### config.mk
export PLATFORM = sky130hd
export DESIGN_NAME = spi_slave_multi
export DESIGN_NICKNAME = d
export VERILOG_FILES = /design/src/rtl/spi_slave_multi.sv
export SDC_FILE = /design/constraint.sdc
export NUM_CORES = 1
export LEC_CHECK = 0
export BUFFER_PORTS_ARGS = -buffer_cell sky130_fd_sc_hd__buf_4
export CORE_AREA = 2 2 116 118
export CTS_CLUSTER_SIZE = 40
export DETAILED_ROUTE_END_ITERATION = 7
export DIE_AREA = 0 0 118 120
export PLACE_DENSITY = 0.85
export SKIP_LAST_GASP = 1
export SLEW_MARGIN = 30
export SYNTH_ARGS = -nofsm -noshare
export SYNTH_HDL_FRONTEND = slang
export SYNTH_SLANG_ARGS = --single-unit
### constraint.sdc
create_clock -name CLK -period 5.9 [get_ports CLK]
set_input_delay 0.295 -clock CLK [delete_from_list [all_inputs] [get_ports CLK]]
set_output_delay 0.295 -clock CLK [all_outputs]
set_load 0.03 [all_outputs]
### src/rtl/spi_slave_multi.sv
// Multi-channel SPI mode-0 slave: per-channel PWM setpoint writes and QD count reads,
// all logic in the CLK domain with synchronised, oversampled SPI pins.
module spi_slave_multi #(
   parameter int N_CHANNELS     = 4,
   parameter int PWM_DATA_WIDTH = 16,
   parameter int QD_DATA_WIDTH  = 16,
   parameter int SYNC_STAGES    = 2
) (
   input  logic                                CLK,
   input  logic                                RST_N,
   input  logic                                SPI_CLK,
   input  logic                                SPI_CS,
   input  logic                                SPI_MOSI,
   output logic                                SPI_MISO,
   input  logic [N_CHANNELS*QD_DATA_WIDTH-1:0] QD_COUNT,
   output logic [N_CHANNELS*PWM_DATA_WIDTH-1:0] PWM_OUT,
   output logic [N_CHANNELS-1:0]               PWM_UPDATE,
   output logic                                SOFT_RST,
   output logic                                LED,
   output logic                                ERR
);

   localparam int PB   = (PWM_DATA_WIDTH + 7) / 8;
   localparam int QB   = (QD_DATA_WIDTH + 7) / 8;
   localparam int RXW  = PB * 8;
   localparam int TXW  = QB * 8;
   localparam int MAXB = (RXW > TXW) ? RXW : TXW;
   localparam int CW   = $clog2(MAXB + 1);

   typedef enum logic [2:0] {IDLE, CMD, RX, TX, DISCARD} state_t;

   state_t state, state_n;

   logic [SYNC_STAGES-1:0] sclk_sync, cs_sync, mosi_sync;
   logic sclk_s, cs_s, mosi_s, sclk_d, cs_d;
   logic sclk_rise, sclk_fall, cs_rise, cs_fall;

   logic [CW-1:0]      cnt;
   logic [6:0]         cmd_sr;
   logic [7:0]         cmd_byte;
   logic [3:0]         op, ch_in, ch_q;
   logic               ch_ok;
   logic [RXW-2:0]     rx_sr;
   logic [RXW-1:0]     rx_next;
   logic [TXW-1:0]     tx_sr, snap;
   logic [PWM_DATA_WIDTH-1:0] pwm [N_CHANNELS];

   logic cmd_done, do_rst, do_led, do_err, do_snap, do_wr;

   // CS chain resets low so a CS already held low at reset release is not seen as a new frame
   always_ff @(posedge CLK or negedge RST_N) begin
      if (!RST_N) begin
         sclk_sync <= '0;
         cs_sync   <= '0;
         mosi_sync <= '0;
         sclk_d    <= 1'b0;
         cs_d      <= 1'b0;
      end else begin
         sclk_sync <= {sclk_sync[SYNC_STAGES-2:0], SPI_CLK};
         cs_sync   <= {cs_sync[SYNC_STAGES-2:0], SPI_CS};
         mosi_sync <= {mosi_sync[SYNC_STAGES-2:0], SPI_MOSI};
         sclk_d    <= sclk_s;
         cs_d      <= cs_s;
      end
   end

   assign sclk_s    = sclk_sync[SYNC_STAGES-1];
   assign cs_s      = cs_sync[SYNC_STAGES-1];
   assign mosi_s    = mosi_sync[SYNC_STAGES-1];
   assign sclk_rise = sclk_s & ~sclk_d;
   assign sclk_fall = ~sclk_s & sclk_d;
   assign cs_rise   = cs_s & ~cs_d;
   assign cs_fall   = ~cs_s & cs_d;

   assign cmd_byte = {cmd_sr, mosi_s};
   assign op       = cmd_byte[7:4];
   assign ch_in    = cmd_byte[3:0];
   assign ch_ok    = int'(ch_in) < N_CHANNELS;
   assign cmd_done = (state == CMD) && sclk_rise && (cnt == CW'(7));
   assign rx_next  = {rx_sr, mosi_s};

   always_comb begin
      snap = '0;
      for (int unsigned k = 0; k < N_CHANNELS; k++)
         if (ch_in == 4'(k))
            snap[QD_DATA_WIDTH-1:0] = QD_COUNT[k*QD_DATA_WIDTH +: QD_DATA_WIDTH];
   end

   always_ff @(posedge CLK or negedge RST_N) begin
      if (!RST_N) state <= IDLE;
      else        state <= state_n;
   end

   // A completed 0xFF byte still executes when CS rises in the same cycle
   always_comb begin
      state_n = state;
      do_rst  = 1'b0;
      do_led  = 1'b0;
      do_err  = 1'b0;
      do_snap = 1'b0;
      do_wr   = 1'b0;
      case (state)
         IDLE: if (cs_fall) state_n = CMD;
         CMD: begin
            if (cmd_done) begin
               if (cmd_byte == 8'hFF) begin
                  do_rst  = 1'b1;
                  state_n = DISCARD;
               end else if (!cs_rise) begin
                  if (op == 4'h3 && ch_ok) begin
                     do_led  = 1'b1;
                     state_n = DISCARD;
                  end else if (op == 4'h1 && ch_ok) begin
                     state_n = RX;
                  end else if (op == 4'h2 && ch_ok) begin
                     do_snap = 1'b1;
                     state_n = TX;
                  end else begin
                     do_err  = 1'b1;
                     state_n = DISCARD;
                  end
               end
            end
         end
         RX: begin
            if (sclk_rise && cnt == CW'(RXW - 1)) begin
               do_wr   = ~cs_rise;
               state_n = DISCARD;
            end
         end
         TX: if (sclk_rise && cnt == CW'(TXW - 1)) state_n = DISCARD;
         DISCARD: ;
         default: state_n = IDLE;
      endcase
      if (cs_rise) state_n = IDLE;
   end

   always_ff @(posedge CLK or negedge RST_N) begin
      if (!RST_N) begin
         cnt        <= '0;
         cmd_sr     <= '0;
         ch_q       <= '0;
         rx_sr      <= '0;
         tx_sr      <= '0;
         SPI_MISO   <= 1'b0;
         PWM_UPDATE <= '0;
         SOFT_RST   <= 1'b0;
         LED        <= 1'b1;
         ERR        <= 1'b0;
         for (int unsigned k = 0; k < N_CHANNELS; k++) pwm[k] <= '0;
      end else begin
         if (state_n != state)
            cnt <= '0;
         else if (sclk_rise && (state == CMD || state == RX || state == TX))
            cnt <= cnt + 1'b1;

         if (state == CMD && sclk_rise) cmd_sr <= cmd_byte[6:0];
         if (cmd_done) ch_q <= ch_in;
         if (state == RX && sclk_rise) rx_sr <= rx_next[RXW-2:0];

         if (do_snap)
            tx_sr <= snap;
         else if (state == TX && sclk_fall)
            tx_sr <= {tx_sr[TXW-2:0], 1'b0};

         // Last bit is held until the rising edge that consumes it
         if (state_n != TX)
            SPI_MISO <= 1'b0;
         else if (state == TX && sclk_fall)
            SPI_MISO <= tx_sr[TXW-1];

         for (int unsigned k = 0; k < N_CHANNELS; k++) begin
            PWM_UPDATE[k] <= do_wr && (ch_q == 4'(k));
            if (do_rst)
               pwm[k] <= '0;
            else if (do_wr && ch_q == 4'(k))
               pwm[k] <= rx_next[PWM_DATA_WIDTH-1:0];
         end

         SOFT_RST <= do_rst;
         if (do_led) LED <= ~LED;
         if (do_rst)      ERR <= 1'b0;
         else if (do_err) ERR <= 1'b1;
      end
   end

   always_comb begin
      PWM_OUT = '0;
      for (int unsigned k = 0; k < N_CHANNELS; k++)
         PWM_OUT[k*PWM_DATA_WIDTH +: PWM_DATA_WIDTH] = pwm[k];
   end

endmodule

==> results.md <==
* Status: finished clean
* Drt pass-1 iters at 5
* Power share of the clock group at 48.6%
* Hold worst-path end: tx_sr[9]
* Hold Crit Class: primary input to flop
* Ys flop type: dfrtp_1
* Via Count at 5588
* Period utilisation layout at 45.4%
* Synth Instances at 599
* Die Ht at 120 um
* Post-synthesis sequential area ratio at 51.2%
* Worst Setup End Kind: flop
* VDD IR max at 224 uV
* Largest net degree at the start of global routing at 72
* Port Buffer Count at 140
* Synthesized cell area at 6350 um^2
* # resized after CTS at 0
* Clk_lat worst skew at 0.42 ns
* Yosys reg bits at 130
* Unrepaired setup endpoints after global routing: false
* WHS Path Cells at 3
* Fillers at 984
* H-Tree Depth at 4
* Post-Syn Nets at 670
* DRC Markers at 0
* Worst r2r dst: PWM_OUT[10]
* Asr flop ratio synth at 100%
* Layout area overhead at 27.3%
* Total core area at 13000 um^2
* Via/cell ratio at 6.22
* Yosys cell types at 53
* Psw at 0.528 mW
* Max-slew headroom at 39.8%
* CTS root buf: clkbuf_16
* Reg power frac at 42.5%
* Power Density at 281 nW/um^2
* Io pins at 141
* Post-synth top area cell: dfrtp_1
* Max Slew Vio Count at 0
* Nets at 780
* Hold slack at 0.337 ns
* Leak at 3.59 nW
* R2R Path Start: cnt[0]
* Top post-synthesis cells by area: dfrtp_1 51%, o31ai_1 7.6%, mux4_2 5.7%
* Clk_skew at 0.00818 ns
* CP Data Required Time at 6.24 ns
* Die Width at 118 um
* Gr ovfl total at 0
* Crit Path Category: flop to flop
* CTS hold repair buffers at 4
* Top cell type's share of synthesized area at 50.8%
* Hold Startpoint: QD_COUNT[41]
* Diode count at 0
* Final min period at 2.68 ns
* Initial core utilization at 48.9%
* Gpl congestion at 0.848
* Worst-margin pin slew at 0.896 ns
* Gr usage total at 25.5%
* Post-Syn Area per Cell at 10.6 um^2
* Max Cap Viol at 0
* R2R cell count at 7
* DRT antenna net count at 0
* Setup Viol. Count Final at 0
* CTS Buf Count at 17
* Pre-CTS setup slack at 3.33 ns
* Detailed placer's ending HPWL at 11000 um
* EDFF count, synth at 0
* Yosys warns at 0
* Final hold viol count at 0
* CTS tree: built
* Util after Layout at 62.3%
* Rows at 42
* Power, Total at 2.28 mW
* Reg clk slew, reported paths at 0.06 ns
* First-pass GRT wire length at 28700 um
* Startpoint Class: flop
* Initial antenna violation count at 0
* Post-CTS setup buffer count at 0
* Vias in the first global route at 5433
* Most frequent cell after synthesis: dfrtp_1
* Setup TNS at 0 ns
* DR iter-0 viols at 669
* Ratio of cells with drive above 1 in the final layout at 30.1%
* Final WS setup at 3.22 ns
* Combinational power share at 8.9%
* Switching share of power at 23.2%
* Final wirelength at 17800 um
* Power Internal at 1.75 mW
* Worst-path fanout max at 17
* Clock Sinks at 130
* Die area at 14200 um^2
* Arr. time, crit path at 3.02 ns
* DR WL/cell at 19.8 um
* R2r setup slk at 3.22 ns
* Max Buffers Root-to-Sink at 2
* Commonest cells post-synth: 129 x dfrtp_1, 71 x nand2_1, 69 x a21oi_1
* Max Fclk at 374 MHz
stage by stage:
stage | instance area (um^2) | instances
after floorplan | 6350 | 599
after global placement | 7430 | 862
after detailed placement | 7430 | 862
after CTS | 8090 | 898
after global routing | 8090 | 898
final | 8090 | 898
how the worst max path moves through the flow:
stage / cells past startpoint / start / end / slack, ns
2_1_floorplan: 8 / cnt[0] / PWM_OUT[10] / 3.73
3_3_place_gp: 7 / cnt[0] / PWM_OUT[0] / 3.46
3_5_place_dp: 7 / cnt[0] / PWM_OUT[13] / 3.33
4_1_cts: 7 / cnt[0] / PWM_OUT[10] / 3.27
5_1_grt: 7 / cnt[0] / PWM_OUT[10] / 3.03
6_report: 7 / cnt[0] / PWM_OUT[10] / 3.22
layout by cell type (no fill, tap or decap), types with 7 or more instances in the layout:
cell       Yosys  routed
mux2i_1       21      21
nor4_1         8       8
nand4_1       51      51
mux4_2        16      16
dfrtp_1      129     127
o31ai_1       64      64
and2_1         7       7
nor2_1         7       7
buf_4          2     149
nand2_1       71      71
mux2_2         7       7
nand3_1       20      20
a21oi_1       69      69
clkbuf_16      0      17
power groups by stage:
| stage | registers, mW | logic [mW] | clock network [mW] |
|---|---|---|---|
| 2_1_floorplan | 0.954 | 0.138 | 0 |
| 3_3_place_gp | 0.979 | 0.192 | 0 |
| 3_5_place_dp | 0.982 | 0.198 | 0 |
| 4_1_cts | 0.967 | 0.203 | 1.12 |
| 5_1_grt | 0.973 | 0.221 | 1.15 |
| 6_report | 0.969 | 0.203 | 1.11 |
worst max-delay path, cell delays in order, from the launching register on:
cell     delay (ns)
dfrtp_1        0.40
ha_1           0.21
and3_1         0.18
ha_1           0.21
or3b_2         0.53
nor4_4         0.70
nand3_1        0.19
a21oi_1        0.17
sequential cells by signal, summed over array words and instances, names as in the netlist, 2 cells and up:
register	flops
ch_q	4
rx_sr	15
PWM_UPDATE	4
PWM_OUT	64
state	3
cnt	5
cmd_sr	7
sclk_sync	2
tx_sr	16
mosi_sync	2
cs_sync	2
kinds of logic after synthesis:
group,synth area share [%]
AO/OA/AOI/OAI,15.7
XOR/XNOR,0.689
adder cells (fa/ha/maj),0.394
buffers and inverters,4.77
flip-flops,51.2
multiplexers,10.2
AND/OR/NAND/NOR,17.1
layer usage:
metal	part of all wire (%)	up-vias	GRT usage, %
met1	39	2766	32.5
met4	2.4	0	7.83
met5	0	-	0
met3	8.6	43	7.18
li1	-	2470	-
met2	50	309	42.4
final cells by class:
class | instances | area [um^2] | share of cell area [%]
Clock buffer | 22 | 464 | 5.74
Clock inverter | 10 | 156 | 1.93
Inverter | 4 | 15.0 | 0.186
Multi-Input combinational cell | 402 | 2810 | 34.7
Sequential cell | 130 | 3260 | 40.3
Tap cell | 176 | 220 | 2.72
Timing Repair Buffer | 154 | 1170 | 14.5
No activity file was read; power rests on OpenSTA's default activity.
